<file path="src/rtl/sprite_rom_pkg.sv">
// Shared constants and types for the sprite ROM arbiter slice.
package sprite_rom_pkg;

  localparam int SPRITE_ROM_ADDR_W  = 11;
  localparam int SPRITE_ROM_DATA_W  = 16;
  localparam int SPRITE_ROM_NUM_REQ = 3;

  // Requester slots as wired in the pixel pipeline
  localparam int REQ_DINO   = 0;
  localparam int REQ_CACTUS = 1;
  localparam int REQ_GROUND = 2;

  typedef logic [$clog2(SPRITE_ROM_NUM_REQ)-1:0] req_id_t;

endpackage

</file>
<file path="src/rtl/rr_arbiter.sv">
// Combinational round-robin pick: the active requester closest to ptr
// (walking upward, wrapping modulo N) wins.
module rr_arbiter #(
  parameter int N   = 3,
  parameter int IDW = 2
) (
  input  logic [N-1:0]   req,
  input  logic [IDW-1:0] ptr,
  output logic [N-1:0]   win,
  output logic           any
);

  int best_d;
  int best_k;
  int d;

  // Rank each active requester by its wrapped distance from the pointer
  always_comb begin
    best_d = N;
    best_k = 0;
    d      = 0;
    win    = '0;
    any    = |req;
    for (int k = 0; k < N; k++) begin
      if (req[k]) begin
        d = (k + N - int'(ptr)) % N;
        if (d < best_d) begin
          best_d = d;
          best_k = k;
        end
      end
    end
    for (int k = 0; k < N; k++)
      win[k] = any && (k == best_k);
  end

endmodule

</file>
<file path="src/rtl/sprite_rom_arbiter.sv">
// Round-robin sharing of one synchronous sprite ROM between pixel-pipeline
// requesters; read words are routed back by a tag pipeline at fixed latency.
module sprite_rom_arbiter
  import sprite_rom_pkg::*;
#(
  parameter int NUM_REQ = SPRITE_ROM_NUM_REQ,
  parameter int ADDR_W  = SPRITE_ROM_ADDR_W,
  parameter int DATA_W  = SPRITE_ROM_DATA_W,
  parameter int ROM_LAT = 1
) (
  input  logic                      clk,
  input  logic                      reset_n,
  input  logic [NUM_REQ-1:0]        req,
  input  logic [NUM_REQ*ADDR_W-1:0] req_addr,
  output logic [NUM_REQ-1:0]        gnt,
  output logic [ADDR_W-1:0]         rom_addr,
  input  logic [DATA_W-1:0]         rom_data,
  output logic [NUM_REQ-1:0]        rsp_valid,
  output logic [DATA_W-1:0]         rsp_data,
  output logic                      busy
);

  localparam int IDW = (NUM_REQ > 1) ? $clog2(NUM_REQ) : 1;

  logic [IDW-1:0]             ptr;
  logic [NUM_REQ-1:0]         masked;
  logic [NUM_REQ-1:0]         win;
  logic                       any;
  logic [IDW-1:0]             widx;
  logic [ADDR_W-1:0]          sel_addr;
  logic [NUM_REQ-1:0]         rsp_dec;

  // In-flight reads: valid bits and requester ids, one stage per clock
  logic [ROM_LAT:0]           vld_pipe;
  logic [ROM_LAT:0][IDW-1:0]  id_pipe;

  // A requester being granted this cycle still shows req; mask it so a
  // held request cannot win twice in a row.
  assign masked = req & ~gnt;

  rr_arbiter #(.N(NUM_REQ), .IDW(IDW)) u_rr (
    .req (masked),
    .ptr (ptr),
    .win (win),
    .any (any)
  );

  // Encode the winner and select its address
  always_comb begin
    widx     = '0;
    sel_addr = '0;
    for (int k = 0; k < NUM_REQ; k++) begin
      if (win[k]) begin
        widx     = IDW'(k);
        sel_addr = req_addr[k*ADDR_W +: ADDR_W];
      end
    end
  end

  // Decode the oldest tag into a one-hot response strobe
  always_comb begin
    rsp_dec = '0;
    for (int k = 0; k < NUM_REQ; k++)
      rsp_dec[k] = vld_pipe[ROM_LAT] && (id_pipe[ROM_LAT] == IDW'(k));
  end

  // Grant, address, pointer and tag pipeline registers
  always_ff @(posedge clk) begin
    if (!reset_n) begin
      gnt       <= '0;
      rom_addr  <= '0;
      ptr       <= '0;
      vld_pipe  <= '0;
      id_pipe   <= '0;
      rsp_valid <= '0;
      rsp_data  <= '0;
    end else begin
      gnt <= win;
      if (any) begin
        rom_addr <= sel_addr;
        ptr      <= (int'(widx) == NUM_REQ - 1) ? '0 : widx + 1'b1;
      end
      vld_pipe[0] <= any;
      id_pipe[0]  <= widx;
      for (int s = 1; s <= ROM_LAT; s++) begin
        vld_pipe[s] <= vld_pipe[s-1];
        id_pipe[s]  <= id_pipe[s-1];
      end
      rsp_valid <= rsp_dec;
      if (vld_pipe[ROM_LAT])
        rsp_data <= rom_data;
    end
  end

  assign busy = (|gnt) | (|vld_pipe);

endmodule
</file>
<file path="config.mk">
export PLATFORM = sky130hd
export DESIGN_NAME = sprite_rom_arbiter
export DESIGN_NICKNAME = d
export VERILOG_FILES = /design/src/rtl/sprite_rom_pkg.sv /design/src/rtl/rr_arbiter.sv /design/src/rtl/sprite_rom_arbiter.sv
export SDC_FILE = /design/constraint.sdc
export NUM_CORES = 1
export LEC_CHECK = 0
export BUFFER_PORTS_ARGS = -buffer_cell sky130_fd_sc_hd__clkbuf_2
export CAP_MARGIN = 10
export CORE_AREA = 5 5 91 72
export CTS_BUF_LIST = sky130_fd_sc_hd__clkbuf_8
export CTS_CLUSTER_SIZE = 20
export DETAILED_ROUTE_END_ITERATION = 10
export DIE_AREA = 0 0 96 77
export PLACE_DENSITY = 0.72
export RECOVER_POWER = 100
export REMOVE_ABC_BUFFERS = 1
export SYNTH_ARGS = -nofsm -noshare
export SYNTH_HDL_FRONTEND = slang
export SYNTH_SLANG_ARGS = --single-unit
export TNS_END_PERCENT = 100
</file>
<file path="constraint.sdc">
create_clock -name clk -period 5.6 [get_ports clk]
set_input_delay 0.56 -clock clk [delete_from_list [all_inputs] [get_ports clk]]
set_output_delay 0.56 -clock clk [all_outputs]
set_load 0.01 [all_outputs]
</file>
# Word-level counts from Yosys, hierarchy flattened
# Index checks and enable logic that the tools add are counted.
[op_classes]
addsub = 4
div = 3
magnitude_cmp = 3
n_eq_ne = 5
muxes = 14
bitwise = 3
n_reduce_logical = 11
[op_table]
columns = ["cell", "count"]
rows = [
  ["32-bit two-way mux", 7],
  ["32-bit by 3-bit remainder unit with 32-bit output, second input constant", 3],
  ["32-bit less-than comparator", 2],
  ["11-bit two-way mux", 3],
  ["2-bit by 32-bit equality test with 1-bit output, first input constant", 1],
  ["3-bit by 32-bit equality test with 1-bit output, first input constant", 1],
  ["32-bit logical NOT", 1],
  ["32-bit by 3-bit less-than comparator with 1-bit output, second input constant", 1],
  ["3-bit by 2-bit subtractor with 4-bit output, first input constant", 2],
  ["1-bit logical AND", 6],
  ["3-bit OR reduction", 2],
  ["2-bit equality test, second input constant", 2],
  ["2-bit two-way mux", 2],
  ["3-bit AND", 1],
  ["3-bit inverter", 1],
  ["2-bit by 2-bit subtractor with 3-bit output, first input constant", 1],
  ["2-bit by 1-bit adder with 2-bit output, second input constant", 1],
  ["2-bit by 1-bit equality test with 1-bit output, second input constant", 1],
  ["2-bit logical NOT", 1],
  ["1-bit two-way mux", 2],
  ["2-bit OR reduction", 1],
  ["1-bit OR", 1],
]
[totals]
reg_bits = 41
input_bits = 54
out_inout_bits = 34
wordCells = 51

# Longest topological paths before layout
# Gate-level depths: netlist of run 1.
[logic_depth]
depth_word = 17
mapped_depth = 22
mapped_depth_nobuf = 20

# Cells and area by module
# Synthesis of run 1 repeated with hierarchy kept, for this count alone.
[unflattened]
cells_unflattened = 260
hier_area_um2 = 2406.1
[by_module_without_submodules]
columns = ["mod", "instances", "cells_per_inst", "area_each_um2"]
rows = [
  ["sprite_rom_arbiter", 1, 167, 1724.2],
  ["rr_arbiter", 1, 93, 681.9],
]

# Least setup slack after synthesis of run 1
# OpenSTA, ideal clock, no wires.
[synth_timing]
path_type = "register to register"
start = "register ptr[1]"
end = "register rom_addr[4]"
arrival_ps = 4994
required_time_ps = 5468
setup_slack_ps = 474
stages_incl_launch_ff = 21
path_buffers = 2
path_cell_list = "dfxtp_1 inv_1 ha_1 nor3_1 inv_1 ha_1 nor3_1 a21oi_1 a2111o_1 ha_1 nor3b_4 clkbuf_1 mux2_2 ha_1 o211a_1 o21ai_0 a31oi_1 o31a_2 nor2_2 buf_8 o311ai_4"
[synth_via]
elab_chain_len = 16
elab_cells_between_ends = 26
cone_classes = "3 x add/sub; 3 x div; 3 x order compare; 2 x eq/ne; 11 x mux; 4 x reduce/logical"
[synth_lines]
columns = ["item", "line_no", "rtl"]
rows = [
  ["start, declared", "sprite_rom_arbiter.sv:25", "logic [IDW-1:0] ptr;"],
  ["start signal, assigned", "sprite_rom_arbiter.sv:81", "ptr <= (int'(widx) == NUM_REQ - 1) ? '0 : widx + 1'b1;"],
  ["2-bit by 2-bit subtractor with 3-bit output", "rr_arbiter.sv:26", "d = (k + N - int'(ptr)) % N;"],
  ["32-bit by 3-bit remainder unit with 32-bit output", "rr_arbiter.sv:26", ""],
  ["32-bit by 3-bit less-than comparator with 1-bit output", "rr_arbiter.sv:27", "if (d < best_d) begin"],
  ["32-bit two-way mux", "rr_arbiter.sv:27", ""],
  ["32-bit two-way mux", "rr_arbiter.sv:25", "if (req[k]) begin"],
  ["32-bit less-than comparator", "rr_arbiter.sv:27", ""],
  ["32-bit two-way mux", "rr_arbiter.sv:27", ""],
  ["32-bit two-way mux", "rr_arbiter.sv:25", ""],
  ["32-bit less-than comparator", "rr_arbiter.sv:27", ""],
  ["32-bit two-way mux", "rr_arbiter.sv:27", ""],
  ["32-bit two-way mux (*)", "rr_arbiter.sv:25", ""],
  ["32-bit logical NOT", "rr_arbiter.sv:34", "win[k] = any && (k == best_k);"],
  ["1-bit logical AND", "rr_arbiter.sv:34", ""],
  ["11-bit two-way mux (2 in a row)", "sprite_rom_arbiter.sv:53", "if (win[k]) begin"],
  ["11-bit two-way mux (*)", "sprite_rom_arbiter.sv:53", ""],
  ["end signal, assigned", "sprite_rom_arbiter.sv:80", "rom_addr <= sel_addr;"],
  ["end, declared", "sprite_rom_arbiter.sv:16", "output logic [ADDR_W-1:0] rom_addr,"],
]
# Mark *: on every way between the ends. The rest lies on a longest branch, timed or not.
# A chain may end at the register's enable or synchronous reset.

# Worst setup path in the final report of run 1
[layout_timing]
start = "register ptr[1]"
end = "register rom_addr[3]"
# Same word-level chain as after synthesis.

==> results of run 1 <==
==> per-layer routing <==
| metal | GRT usage, % | vias to the layer above | wire length (microns) |
|---|---|---|---|
| met5 | 0 | - | 0 |
| met4 | 5.82 | 0 | 102 |
| met3 | 4.99 | 10 | 582 |
| met2 | 26.4 | 89 | 2710 |
| met1 | 21.3 | 998 | 2770 |
| li1 | - | 1081 | - |
==> cell type report <==
type | instances | area, sq um
fillers | 548 | 2630
multi-input cells | 192 | 1480
flip-flops and latches | 40 | 801
repair buffers | 91 | 419
well taps | 78 | 97.6
clock buffers | 6 | 82.6
inverters | 11 | 41.3
clock inverters | 2 | 38.8
==> metrics by stage <==
step / total power (W) / hold WS (ps)
after floorplan: 0.00126 / 412
after global placement: 0.00159 / 420
after detailed placement: 0.00162 / 427
after CTS: 0.00187 / 440
after global routing: 0.00194 / 471
final: 0.00179 / 445
==> worst min-delay path by stage <==
stage / end / slack [ps]
floorplan: id_pipe[2]$_SDFF_PN0_ / 410
global placement: id_pipe[2]$_SDFF_PN0_ / 420
detailed placement: rsp_valid[1]$_SDFF_PN0_ / 430
CTS: rsp_valid[1]$_SDFF_PN0_ / 440
global route: id_pipe[2]$_SDFF_PN0_ / 470
finish: id_pipe[2]$_SDFF_PN0_ / 440
==> cells in the final DEF (no fill, tap or decap), drive strengths merged, types with 2 or more instances in the layout <==
| cell | count |
|---|---|
| nand2b | 2 |
| mux2i | 27 |
| and2 | 4 |
| nor2 | 27 |
| and3 | 11 |
| nor3 | 6 |
| dfxtp | 40 |
| a21oi | 4 |
| buf | 3 |
| nand3 | 22 |
| nor2b | 3 |
| o311ai | 11 |
| ha | 24 |
| clkbuf | 94 |
| o21ai | 9 |
| nor3b | 3 |
| mux2 | 2 |
| nand2 | 21 |
| inv | 11 |
==> where the power goes <==
part           internal, W  switching (W)  total [W]
Combinational     0.000486       0.000653    0.00114
Clock             0.000146       0.000104   0.000249
Sequential        0.000350      0.0000526   0.000402
Total             0.000981       0.000809    0.00179
==> logic make-up after synthesis <==
group / share of synthesized area [%]
buffers and inverters: 4.89
DFF: 33.0
adders and majority gates: 12.4
muxes: 12.1
and+or+nand+nor: 20.9
AOI/OAI and AO/OA: 16.8
==> registers in the layout, indices dropped and copies added, names as in the netlist <==
| name | flops |
|---|---|
| rsp_data | 16 |
| rom_addr | 11 |
| gnt | 3 |
| id_pipe | 3 |
| rsp_valid | 3 |
| ptr | 2 |
| vld_pipe | 2 |
==> critical path, cell delays in order (launching register included) <==
cell,delay [ps]
dfxtp_1,490
inv_1,170
ha_1,350
nor3_2,350
inv_1,100
ha_1,320
nor3_1,180
a21oi_1,90
a2111o_1,390
ha_1,310
nor3b_4,220
buf_4,330
nand2_1,110
ha_1,310
a21o_1,180
o21ai_0,140
a31oi_1,80
o31a_2,370
nor2_1,140
clkbuf_2,300
o311ai_4,130
==> reports/metrics.csv, run 1 <==
metric;value;unit
synthesized instance count;259;
Synth top area share;33.0;%
EDFF count, synth;0;
RSZ-0062 raised after global routing;no;
largest net degree at the start of global routing;30;
Setup WS post-layout;423;ps
H-tree depth;2;
worst r2r src;ptr[1]$_SDFFE_PN0P_;
RR Endpoint;rom_addr[3]$_SDFFE_PN0P_;
register area share after synthesis;33.0;%
Post-Syn Area;2430;sq um
Pre-antenna DRT Iters;4;
via count of the first global-routing pass;2139;
core footprint;5590;sq um
Required @ worst endpoint;5750;ps
synthesized area per cell;9.38;sq um
Placer Congestion;0.930;
Post-synth ARST share;0;%
grt total ovfl;0;
antenna violations before repair;0;
DRT antenna net count;0;
maxcap violations;0;
setup TNS;0;ps
Max clock buf depth;2;
yosys warns;0;
drt total wl;6170;microns
Worst EP arrival;5330;ps
CTS tree;yes;
actual transition at the worst max-transition pin;1080;ps
die width;96;microns
final cell count without fillers;420;
status;finished, final reports clean;
total CTS buffers;5;
Reg2Reg Depth;20;
pwr/cell area;605;nW/um^2
# DRC;0;
clock sinks;40;
wire per inst;14.7;microns
cts-stage hold buffer count;0;
Via density;5.19;
# diodes;0;
Worst Hold Depth;1;
crit path to;rom_addr[3]$_SDFFE_PN0P_;
dpl hpwl;4810;microns
CP max FO;22;
max frequency;193;MHz
clock slew at reported path FFs;80;ps
critical path start-end classification;flop to flop;
post-layout util;52.9;%
gr usage total;16.7;%
Top FF cell, synth;dfxtp_1;
Area growth syn-to-layout;21.7;%
top post-synthesis cells by area;dfxtp_1 (33%), ha_1 (12%), mux2i_1 (11%);
most instantiated cells after synthesis;dfxtp_1 (40), mux2i_1 (27), nor2_1 (26), ha_1 (24), nand3_1 (22);
# setup viols final;0;
CTS resizes;0;
CTS root buf;clkbuf_8;
final net count;419;
die height;77;microns
Peak VDD IR;277;uV
crit path launch;ptr[1]$_SDFFE_PN0P_;
total number of vias;2178;
Post-CTS Setup Inserts;0;
Worst slew margin;27.7;%
final worst-path cycle share;92.5;%
first-pass GRT wire length;9940;microns
PortBufs;87;
placed cell count;412;
Rows;24;
Post-DP Area;2910;sq um
final slew viol count;0;
Starting DRT DRC Count;99;
clock skew;2.91;ps
Clk Latency, worst-skew pair;290;ps
DP Worst Slack;234;ps
crit path launch type;flop;
Initial Util;43.5;%
crit path time final;5180;ps
#FFs+latches synth;40;
Hold Startpoint;id_pipe[0]$_SDFF_PN0_;
FF-to-FF setup slack;420;ps
number of failing hold endpoints at the final stage;0;
fin area;2960;sq um
crit end category;flop;
most frequent cell after synthesis;dfxtp_1;
leakage;1.32;nW
Hold Crit Class;flop to flop;
largest area contributor in the netlist;dfxtp_1;
layout cell share with drive strength beyond 1;22.5;%
Distinct cells, synth;41;
I/O Pins;88;
full die area;7390;sq um
Power figures use the tool's default switching activity.
==> run 2: changes to the inputs <==
Settings changed: SYNTH_HIERARCHICAL from default to 1.
Clock period 5.6 ns to 5.3 ns, I/O delays scaled along.
==> run 2 against run 1 <==
Power up 13%. Die area stayed put. Fmax up 7.3%. Sequential power increased by 3%. Design area down 1.7%. Critical path depth is 1 higher. Setup slack better by 51 ps. Synthesized cell count rose by 0.39%.
==> reports/metrics.csv, run 2 <==
metric;value;unit;change
Hold Startpoint;id_pipe[0]$_SDFF_PN0_;;
grt total ovfl;0;;unchanged
Distinct cells, synth;41;;unchanged
P_int;0.00113;W;+16%
post-layout util;52.0;%;-0.92 points
#FFs+latches synth;40;;unchanged
total CTS buffers;5;;unchanged
max reg flops;16;;unchanged
crit path launch type;flop;;
Starting DRT DRC Count;100;;+1.0%
Pre-antenna DRT Iters;4;;unchanged
drt total wl;5740;microns;-6.8%
most frequent cell after synthesis;dfxtp_1;;
H-tree depth;2;;unchanged
critical path cell sequence;inv_1 > ha_1 > inv_1 > and3_1 > inv_1 > ha_1 > nand4b_1 > nor2_1 > o21ai_0 > ha_1 > nand2b_1 > or3_1 > ha_1 > a2111oi_1 > o211ai_1 > nand4_1 > and3_2 > or2_1 > buf_6 > nand4bb_1 > a41oi_1;;
Placer Congestion;0.862;;-7.3%
top post-synthesis cells by area;dfxtp_1 (33%), ha_1 (12%), mux2i_1 (6.7%);;
wire per inst;13.7;microns;-6.6%
CP max stage cell;dfxtp_2;;
largest area contributor in the netlist;dfxtp_1;;
# setup viols final;0;;unchanged
gr usage total;15.1;%;-1.6 points
Sw Share;43.9;%;-1.2 points
Worst EP arrival;4950;ps;-380 ps
max frequency;207;MHz;+7.3%
leakage;1.21;nW;-8.4%
Synth top area share;33.3;%;+0.31 points
DRT antenna net count;0;;unchanged
via count of the first global-routing pass;1964;;-8.2%
most frequent cells in the layout;clkbuf_2 (52), dfxtp_1 (38), clkbuf_1 (35);;
total number of vias;2112;;-3.0%
Max clock buf depth;2;;unchanged
I/O Pins;88;;unchanged
final worst-path cycle share;91.1;%;-1.4 points
pwr/cell area;697;nW/um^2;+15%
Clock power frac;12.5;%;-1.4 points
critical path start-end classification;flop to flop;;
setup TNS;0;ps;unchanged
Area growth syn-to-layout;20.7;%;
Via density;5.04;;-2.8%
synthesized area per cell;9.25;sq um;-1.3%
crit end category;flop;;
actual transition at the worst max-transition pin;993;ps;-91.2 ps
die width;96;microns;unchanged
most instantiated cells after synthesis;dfxtp_1 (40), nand2_1 (28), ha_1 (24), nor2_1 (20), o21ai_0 (20);;
largest net degree at the start of global routing;38;;+27%
Rows;24;;unchanged
combinational share of power;67.1;%;+3.5 points
Layout fillers;551;;+0.55%
Hold Crit Class;flop to flop;;
NetSw;0.000889;W;+10%
CTS tree;yes;;
commonest non-fill, non-tap cell in the layout;clkbuf_2;;
Initial Util;43.1;%;-0.40 points
CTS root buf;clkbuf_8;;
Post-Syn Area;2410;sq um;-0.93%
die height;77;microns;unchanged
number of failing hold endpoints at the final stage;0;;unchanged
CP max FO;37;;+68%
Largest stage delay, worst path;410;ps;-80 ps
Post-synth ARST share;0;%;unchanged
crit path time final;4830;ps;-351 ps
first-pass GRT wire length;9120;microns;-8.2%
Peak VDD IR;428;uV;+55%
RSZ-0062 raised after global routing;no;;
power share of the sequential group;20.4;%;-2.1 points
synthesized instance count;260;;+0.39%
# DRC;0;;unchanged
Top FF cell, synth;dfxtp_1;;
register area share after synthesis;33.3;%;+0.31 points
clock sinks;40;;unchanged
maxcap violations;0;;unchanged
Largest regs;rsp_data (16), rom_addr (11);;
layout cell share with drive strength beyond 1;20.8;%;-1.7 points
dpl hpwl;4400;microns;-8.6%
final slew viol count;0;;unchanged
yosys warns;6;;+6
Required @ worst endpoint;5430;ps;-320 ps
most used cell along the critical path;ha_1;;
crit path launch;ptr[1]$_SDFFE_PN0P_;;
cts-stage hold buffer count;0;;unchanged
core footprint;5590;sq um;unchanged
Clk Latency, worst-skew pair;290;ps;about the same
final net count;418;;-0.24%
EDFF count, synth;0;;unchanged
status;finished, final reports clean;;
# diodes;0;;unchanged
PortBufs;87;;unchanged
antenna violations before repair;0;;unchanged
full die area;7390;sq um;unchanged
clock skew;4.39;ps;+1.48 ps
Biggest register;rsp_data;;
Worst slew margin;33.7;%;+6.0 points
worst r2r src;ptr[1]$_SDFFE_PN0P_;;
clock slew at reported path FFs;80;ps;about the same
run 2: timing repair:
action | 4_1_cts | 5_1_grt
gates resized for setup | 0 | 7
buffers inserted | 0 | 0
hold endpoints to repair | 0 | 0
setup endpoints to repair | 0 | 14
run 2: layout make-up:
class	instances	area [sq um]	area share [%]
Clock buffer	5	68.8	2.37
Clock inverter	3	46.3	1.59
Multi-Input combinational cell	193	1440	49.5
Sequential cell	40	803	27.6
Tap cell	78	97.6	3.36
Timing Repair Buffer	89	410	14.1
Inverter	11	41.3	1.42
run 2: metrics by stage:
stage          hold WS [ps]  area (sq um)  instances  total power (W)  worst slack [ps]
3_3_place_gp            422          2850        411          0.00172               402
3_5_place_dp            423          2850        411          0.00175               200
2_1_floorplan           412          2290        244          0.00141               360
6_report                440          2910        419          0.00202               474
4_1_cts                 443          2960        419          0.00200               172
5_1_grt                 460          2910        419          0.00220              25.6
run 2: worst paths after layout:
check	endpoint	slack, ps	depth (start not counted)
worst max-delay path	rom_addr[9]$_SDFFE_PN0P_	470	21
worst min-delay path	id_pipe[2]$_SDFF_PN0_	440	1
worst max register to register	rom_addr[9]$_SDFFE_PN0P_	470	21
worst min register to register	id_pipe[2]$_SDFF_PN0_	440	1
run 2: cells by family after synthesis:
group | share of synthesized area, %
AOI/OAI and AO/OA | 14.2
buffers and inverters | 6.34
adders and majority gates | 12.5
and+or+nand+nor | 26.6
muxes | 7.12
DFF | 33.3
run 2: worst max-delay path: cells and delay by family, from the launching register on:
family,cells,cell delay [ps]
AO/OA/AOI/OAI,4,740
buffers and inverters,4,500
AND/OR/NAND/NOR,9,1860
adder cells (fa/ha/maj),4,1140
flip-flops,1,410
run 2: power by group through the flow:
stage	sequential, W	clock, W	combinational, W
2_1_floorplan	0.000427	0	0.000979
3_3_place_gp	0.000417	0	0.00131
3_5_place_dp	0.000418	0	0.00133
4_1_cts	0.000412	0.000257	0.00133
5_1_grt	0.000422	0.000272	0.00151
6_report	0.000413	0.000253	0.00136
run 2: per-layer routing:
| metal | global-route usage (%) | vias to the layer above | wire [microns] |
|---|---|---|---|
| met5 | 0 | - | 0 |
| met3 | 5.38 | 2 | 505 |
| met1 | 21.1 | 952 | 2770 |
| li1 | - | 1084 | - |
| met4 | 2.13 | 0 | 17 |
| met2 | 22.6 | 74 | 2450 |
